[src/rtl/anim_frame_timer_pkg.sv]
// Shared types and default constants for the animation frame timer.
package anim_frame_timer_pkg;

  typedef enum logic [1:0] {
    ST_IDLE  = 2'd0,
    ST_RUN   = 2'd1,
    ST_PAUSE = 2'd2,
    ST_DONE  = 2'd3
  } state_t;

  localparam int unsigned DEF_PRE_W      = 20;
  localparam int unsigned DEF_FRM_W      = 4;
  localparam int unsigned DEF_PERIOD_VAL = 128;
  localparam int unsigned DEF_FRAMES_VAL = 15;

endpackage

[src/rtl/reload_down_counter.sv]
// Down-counter that reloads on request or when it expires while enabled.
module reload_down_counter #(
  parameter int unsigned W       = 8,
  parameter logic [W-1:0] RST_VAL = '0
) (
  input  logic         clk,
  input  logic         resetn,
  input  logic         en,
  input  logic         reload,
  input  logic [W-1:0] reload_val,
  output logic [W-1:0] count,
  output logic         zero
);

  // Explicit reload wins; an enabled expiry reloads instead of underflowing.
  always_ff @(posedge clk or negedge resetn) begin
    if (!resetn) begin
      count <= RST_VAL;
    end else if (reload) begin
      count <= reload_val;
    end else if (en) begin
      if (zero) begin
        count <= reload_val;
      end else begin
        count <= count - W'(1);
      end
    end else begin
      count <= count;
    end
  end

  // Zero flag is decoded from the registered count only.
  always_comb begin
    zero = (count == {W{1'b0}});
  end

endmodule

[src/rtl/anim_frame_timer.sv]
// Animation timing generator: prescaler tick, frame countdown and control FSM.
module anim_frame_timer
  import anim_frame_timer_pkg::*;
#(
  parameter int unsigned PRE_W      = DEF_PRE_W,
  parameter int unsigned FRM_W      = DEF_FRM_W,
  parameter int unsigned DEF_PERIOD = DEF_PERIOD_VAL,
  parameter int unsigned DEF_FRAMES = DEF_FRAMES_VAL
) (
  input  logic             clk,
  input  logic             resetn,
  input  logic             start,
  input  logic             stop,
  input  logic             pause,
  input  logic             load,
  input  logic [PRE_W-1:0] period_in,
  input  logic [FRM_W-1:0] frames_in,
  input  logic             oneshot,
  output logic             tick,
  output logic [FRM_W-1:0] frame,
  output logic             wrap,
  output logic             done,
  output logic             busy
);

  state_t             state;
  logic [PRE_W-1:0]   period_reg;
  logic [FRM_W-1:0]   frames_reg;
  logic               mode_reg;

  logic               start_go;
  logic               finish;
  logic               pre_en;
  logic               pre_reload;
  logic [PRE_W-1:0]   pre_val;
  logic [PRE_W-1:0]   pre_cnt;
  logic               pre_zero;
  logic               frm_en;
  logic               frm_reload;
  logic [FRM_W-1:0]   frm_val;
  logic               frm_zero;

  // Counter controls; load coincident with start feeds the new values straight in.
  always_comb begin
    start_go   = start & ~stop & ((state == ST_IDLE) | (state == ST_DONE));
    tick       = (state == ST_RUN) & pre_zero;
    wrap       = tick & frm_zero;
    finish     = wrap & mode_reg;
    pre_en     = (state == ST_RUN) & ~stop;
    pre_reload = stop | start_go;
    frm_en     = tick & ~finish & ~stop;
    frm_reload = stop | start_go;
    if (start_go && load) begin
      pre_val = period_in;
      frm_val = frames_in;
    end else begin
      pre_val = period_reg;
      frm_val = frames_reg;
    end
    done = (state == ST_DONE);
    busy = (state == ST_RUN) | (state == ST_PAUSE);
  end

  reload_down_counter #(
    .W       (PRE_W),
    .RST_VAL (PRE_W'(DEF_PERIOD))
  ) u_pre (
    .clk        (clk),
    .resetn     (resetn),
    .en         (pre_en),
    .reload     (pre_reload),
    .reload_val (pre_val),
    .count      (pre_cnt),
    .zero       (pre_zero)
  );

  // A oneshot finish leaves the frame counter parked at zero.
  reload_down_counter #(
    .W       (FRM_W),
    .RST_VAL (FRM_W'(DEF_FRAMES))
  ) u_frm (
    .clk        (clk),
    .resetn     (resetn),
    .en         (frm_en),
    .reload     (frm_reload),
    .reload_val (frm_val),
    .count      (frame),
    .zero       (frm_zero)
  );

  // Control FSM with shadow reload registers and the latched run mode.
  always_ff @(posedge clk or negedge resetn) begin
    if (!resetn) begin
      state      <= ST_IDLE;
      period_reg <= PRE_W'(DEF_PERIOD);
      frames_reg <= FRM_W'(DEF_FRAMES);
      mode_reg   <= 1'b0;
    end else begin
      if (load) begin
        period_reg <= period_in;
        frames_reg <= frames_in;
      end else begin
        period_reg <= period_reg;
        frames_reg <= frames_reg;
      end

      if (start_go) begin
        mode_reg <= oneshot;
      end else begin
        mode_reg <= mode_reg;
      end

      if (stop) begin
        state <= ST_IDLE;
      end else begin
        case (state)
          ST_IDLE:  state <= start ? ST_RUN : ST_IDLE;
          ST_DONE:  state <= start ? ST_RUN : ST_DONE;
          ST_RUN: begin
            if (finish) begin
              state <= ST_DONE;
            end else if (pause) begin
              state <= ST_PAUSE;
            end else begin
              state <= ST_RUN;
            end
          end
          ST_PAUSE: state <= pause ? ST_PAUSE : ST_RUN;
          default:  state <= ST_IDLE;
        endcase
      end
    end
  end

endmodule
[config.mk]
export PLATFORM = sky130hd
export DESIGN_NAME = anim_frame_timer
export DESIGN_NICKNAME = d
export VERILOG_FILES = /design/src/rtl/anim_frame_timer_pkg.sv /design/src/rtl/reload_down_counter.sv /design/src/rtl/anim_frame_timer.sv
export SDC_FILE = /design/constraint.sdc
export NUM_CORES = 1
export LEC_CHECK = 0
export BUFFER_PORTS_ARGS = -buffer_cell sky130_fd_sc_hd__buf_2
export CORE_ASPECT_RATIO = 1.1
export CORE_MARGIN = 5
export CORE_UTILIZATION = 59
export DETAILED_ROUTE_END_ITERATION = 16
export PLACE_DENSITY = 0.81
export SLEW_MARGIN = 20
export SYNTH_ARGS = -nofsm -noshare
export SYNTH_HDL_FRONTEND = slang
export SYNTH_SLANG_ARGS = --single-unit
[constraint.sdc]
create_clock -name clk -period 3.3 [get_ports clk]
set_clock_uncertainty 0.15 [all_clocks]
set_input_delay 0.66 -clock clk [delete_from_list [all_inputs] [get_ports clk]]
set_output_delay 0.66 -clock clk [all_outputs]
set_load 0.02 [all_outputs]
==> run metrics <==
prevailing post-synth register cell sky130_fd_sc_hd__dfrtp_1; delay of the slowest cell on the worst path 620 ps; Pwr Density 450 mW/mm²; synthesized instance count 320; R2R Setup Slk 620 ps; clock power share 0.242; number of setup violations in the final report 0; buffer count from post-CTS setup fixing 0; crit path buf inv count 1; cell type of the slowest stage on the worst timing path sky130_fd_sc_hd__or4_4; standard cell core area 0.00536 mm²; TritonCTS clock tree yes; critical path data required time 2490 ps; Final GP Congestion 0.902; total detailed-routing wirelength 7.19 mm; fin crit share 0.955; Yosys cell types 67; hold buffer count at cts 0; number of violations reported at the end of detailed-routing iteration 0 202; count of endpoints failing hold in the final timing report 0; height of the chip 87.7 µm; floorplan die area 0.00707 mm²; fraction of final layout cells sized beyond drive strength 1 0.306; switching share of total power 0.321; max cap viols 0; fin nets 393; detail-routed via count per cell 6.14; number of flops mapped to enable cells by yosys 0; final critical delay including setup and external delays 3150 ps; final routed wire length divided by cell count 16.7 µm; actual slew at the worst max-slew pin 728 ps; IO Port Bufs 38; synthesized netlist net count 358; P&R area growth vs syn 11.5%; result of the run finished clean; remaining max-slew budget at the tightest pin 0.511; DRC violations left 0; total CTS buffers 5; net switching power figure 0.000521 W; yosys warns 0; maximum number of pins on one net before global-route repair 48; fillers 422; area of placed instances 0.00351 mm²; most frequent standard cell in the layout excluding fill and tap cells sky130_fd_sc_hd__dfrtp_1; Crit. End Element output port; worst reg2reg path depth 5; Initial Utilization 0.604; dpl hpwl 5.28 mm; clock-pin slew on the worst setup and hold paths 90 ps; CP Launch Type flop; TritonCTS sink count 51; sequence of cells on the critical path or4_4 > or2_1 > nor4_4 > and3_1 > buf_2; number of antenna violations at the first check in global routing 0; summed instance area of the synthesized netlist 0.00324 mm²; latest clock arrival within the worst-skew pair 310 ps; Detail Route Antenna Nets 0; number of antenna repair diodes 0; reg-to-reg critical path startpoint u_pre.count[2]; maximum level of the CTS H-tree 2; data arrival time of the critical path 2340 ps; cell-internal power 0.00110 W; share of flip-flops with an asynchronous set or reset after synthesis 1.00; Final Max Slew Viols 0; GRT Overall Usage 0.222; first-pass GRT wire length 12.3 mm; Synth Register Bits 51; Die W 80.7 µm; Pleak 1.49 nW; post_cts resized 0; setup tns final 0 ps; detailed-router iteration count before antenna repair 4; sequential-to-total area share from yosys stat 0.398; fmax 317 MHz; Placement Rows 28; clock root buffer sky130_fd_sc_hd__clkbuf_8; via total after detailed routing 2648; VDD IR-drop max 0.312 mV; fraction of power consumed by sequential logic 0.504; synthesized area per cell 10.1 µm²; Ports 39; start-to-end type of the worst setup path flop to output port; type of the most critical hold path primary input to async pin; most frequent cells in the layout sky130_fd_sc_hd__dfrtp_1, sky130_fd_sc_hd__nand2_1, sky130_fd_sc_hd__buf_2; maximum net fanout on the critical path 9; Worst path top cell family by delay simple AND/OR/NAND/NOR gates; Clock Path Buffers 2; combinational cell fraction of total power 0.254; Remaining Overflow, GRT 0; unrepaired setup endpoints after global routing no; launching element of the worst setup path u_pre.count[6]; number of global-route vias before repair 2551; Finished Cell Area 0.00361 mm²; critical register-to-register path endpoint u_pre.count[11]
==> synth_stat cells (2+ instances only) <==
| cell type | number | share of area |
|---|---|---|
| sky130_fd_sc_hd__nand2b_1 | 4 | 0.0077 |
| sky130_fd_sc_hd__mux2i_1 | 12 | 0.037 |
| sky130_fd_sc_hd__o311ai_0 | 2 | 0.0054 |
| sky130_fd_sc_hd__o211ai_1 | 3 | 0.0070 |
| sky130_fd_sc_hd__a21o_1 | 4 | 0.0093 |
| sky130_fd_sc_hd__nand3_1 | 7 | 0.011 |
| sky130_fd_sc_hd__and2_1 | 2 | 0.0039 |
| sky130_fd_sc_hd__ha_1 | 7 | 0.027 |
| sky130_fd_sc_hd__o41ai_1 | 2 | 0.0054 |
| sky130_fd_sc_hd__buf_1 | 2 | 0.0023 |
| sky130_fd_sc_hd__a21oi_1 | 8 | 0.012 |
| sky130_fd_sc_hd__nor2b_1 | 8 | 0.015 |
| sky130_fd_sc_hd__or4_1 | 4 | 0.0093 |
| sky130_fd_sc_hd__inv_1 | 10 | 0.012 |
| sky130_fd_sc_hd__nor4_4 | 2 | 0.013 |
| sky130_fd_sc_hd__nand4_1 | 5 | 0.0097 |
| sky130_fd_sc_hd__nor2_1 | 11 | 0.013 |
| sky130_fd_sc_hd__nor4_1 | 8 | 0.015 |
| sky130_fd_sc_hd__o22ai_1 | 3 | 0.0058 |
| sky130_fd_sc_hd__clkbuf_1 | 11 | 0.013 |
| sky130_fd_sc_hd__o21ai_0 | 6 | 0.0093 |
| sky130_fd_sc_hd__o221ai_1 | 3 | 0.0081 |
| sky130_fd_sc_hd__dfstp_2 | 10 | 0.081 |
| sky130_fd_sc_hd__a211o_1 | 3 | 0.0081 |
| sky130_fd_sc_hd__buf_6 | 3 | 0.010 |
| sky130_fd_sc_hd__or2_2 | 4 | 0.0077 |
| sky130_fd_sc_hd__nor3b_1 | 4 | 0.0093 |
| sky130_fd_sc_hd__dfrtp_1 | 41 | 0.32 |
| sky130_fd_sc_hd__or4_4 | 2 | 0.0070 |
| sky130_fd_sc_hd__a31oi_1 | 2 | 0.0039 |
| sky130_fd_sc_hd__nand2_1 | 38 | 0.044 |
| sky130_fd_sc_hd__a221oi_1 | 2 | 0.0054 |
| sky130_fd_sc_hd__mux2_2 | 27 | 0.094 |
| sky130_fd_sc_hd__buf_2 | 3 | 0.0046 |
| sky130_fd_sc_hd__nor3_1 | 7 | 0.011 |
| sky130_fd_sc_hd__or3_1 | 2 | 0.0039 |
| sky130_fd_sc_hd__and3_1 | 4 | 0.0077 |
| sky130_fd_sc_hd__a32oi_1 | 15 | 0.041 |
==> metrics by stage <==
stage                     setup slack, ps  hold slack, ps  std cells  total power [W]  utilization
after floorplan                       418             214        320          0.00111            -
after global placement                532             338        423          0.00122        0.655
after detailed placement              486             345        423          0.00124        0.655
after CTS                             137             366        431          0.00163        0.673
after global routing                 58.6             244        431          0.00172        0.674
final                                 149             204        431          0.00162        0.674
==> cells by family (layout without fill, tap and decap cells) <==
kind of cell               Yosys count  after routing  share of synthesized area
AOI/OAI and AO/OA                   70             70                      0.173
DFF                                 51             51                      0.398
buffers and inverters               30             66                     0.0440
muxes                               40             40                      0.134
adders and majority gates            7              7                     0.0270
and+or+nand+nor                    122            122                      0.224
==> power groups by stage <==
stage | clock network, W | registers [W] | logic (W)
floorplan | 0 | 0.000810 | 0.000300
global placement | 0 | 0.000821 | 0.000399
detailed placement | 0 | 0.000827 | 0.000411
CTS | 0.000405 | 0.000816 | 0.000414
global route | 0.000431 | 0.000835 | 0.000456
finish | 0.000393 | 0.000819 | 0.000412
==> worst max path at each step <==
stage            to  depth (start not counted)
2_1_floorplan  wrap                          5
3_3_place_gp   wrap                          5
3_5_place_dp   wrap                          5
4_1_cts        wrap                          5
5_1_grt        wrap                          5
6_report       wrap                          5
==> metal layers <==
metal  vias up  global-route usage  routed length, µm  part of all wire
met4         0              0.0998                176             0.024
met1      1268               0.292               3100              0.43
met3        18              0.0360                366             0.051
met5         -                   0                  0                 0
met2        80               0.363               3550              0.49
li1       1282                   -                  -                 -
==> cell type report <==
cell class                 instances  area, µm²  area share
timing repair buffer              48        268      0.0742
inverter                          10       37.5      0.0104
clock buffer                       8        100      0.0277
multi-input combinational        239       1820       0.505
tap                               75       93.8      0.0260
sequential                        51       1290       0.357
Note: power is estimated with default switching activity, not from simulation.
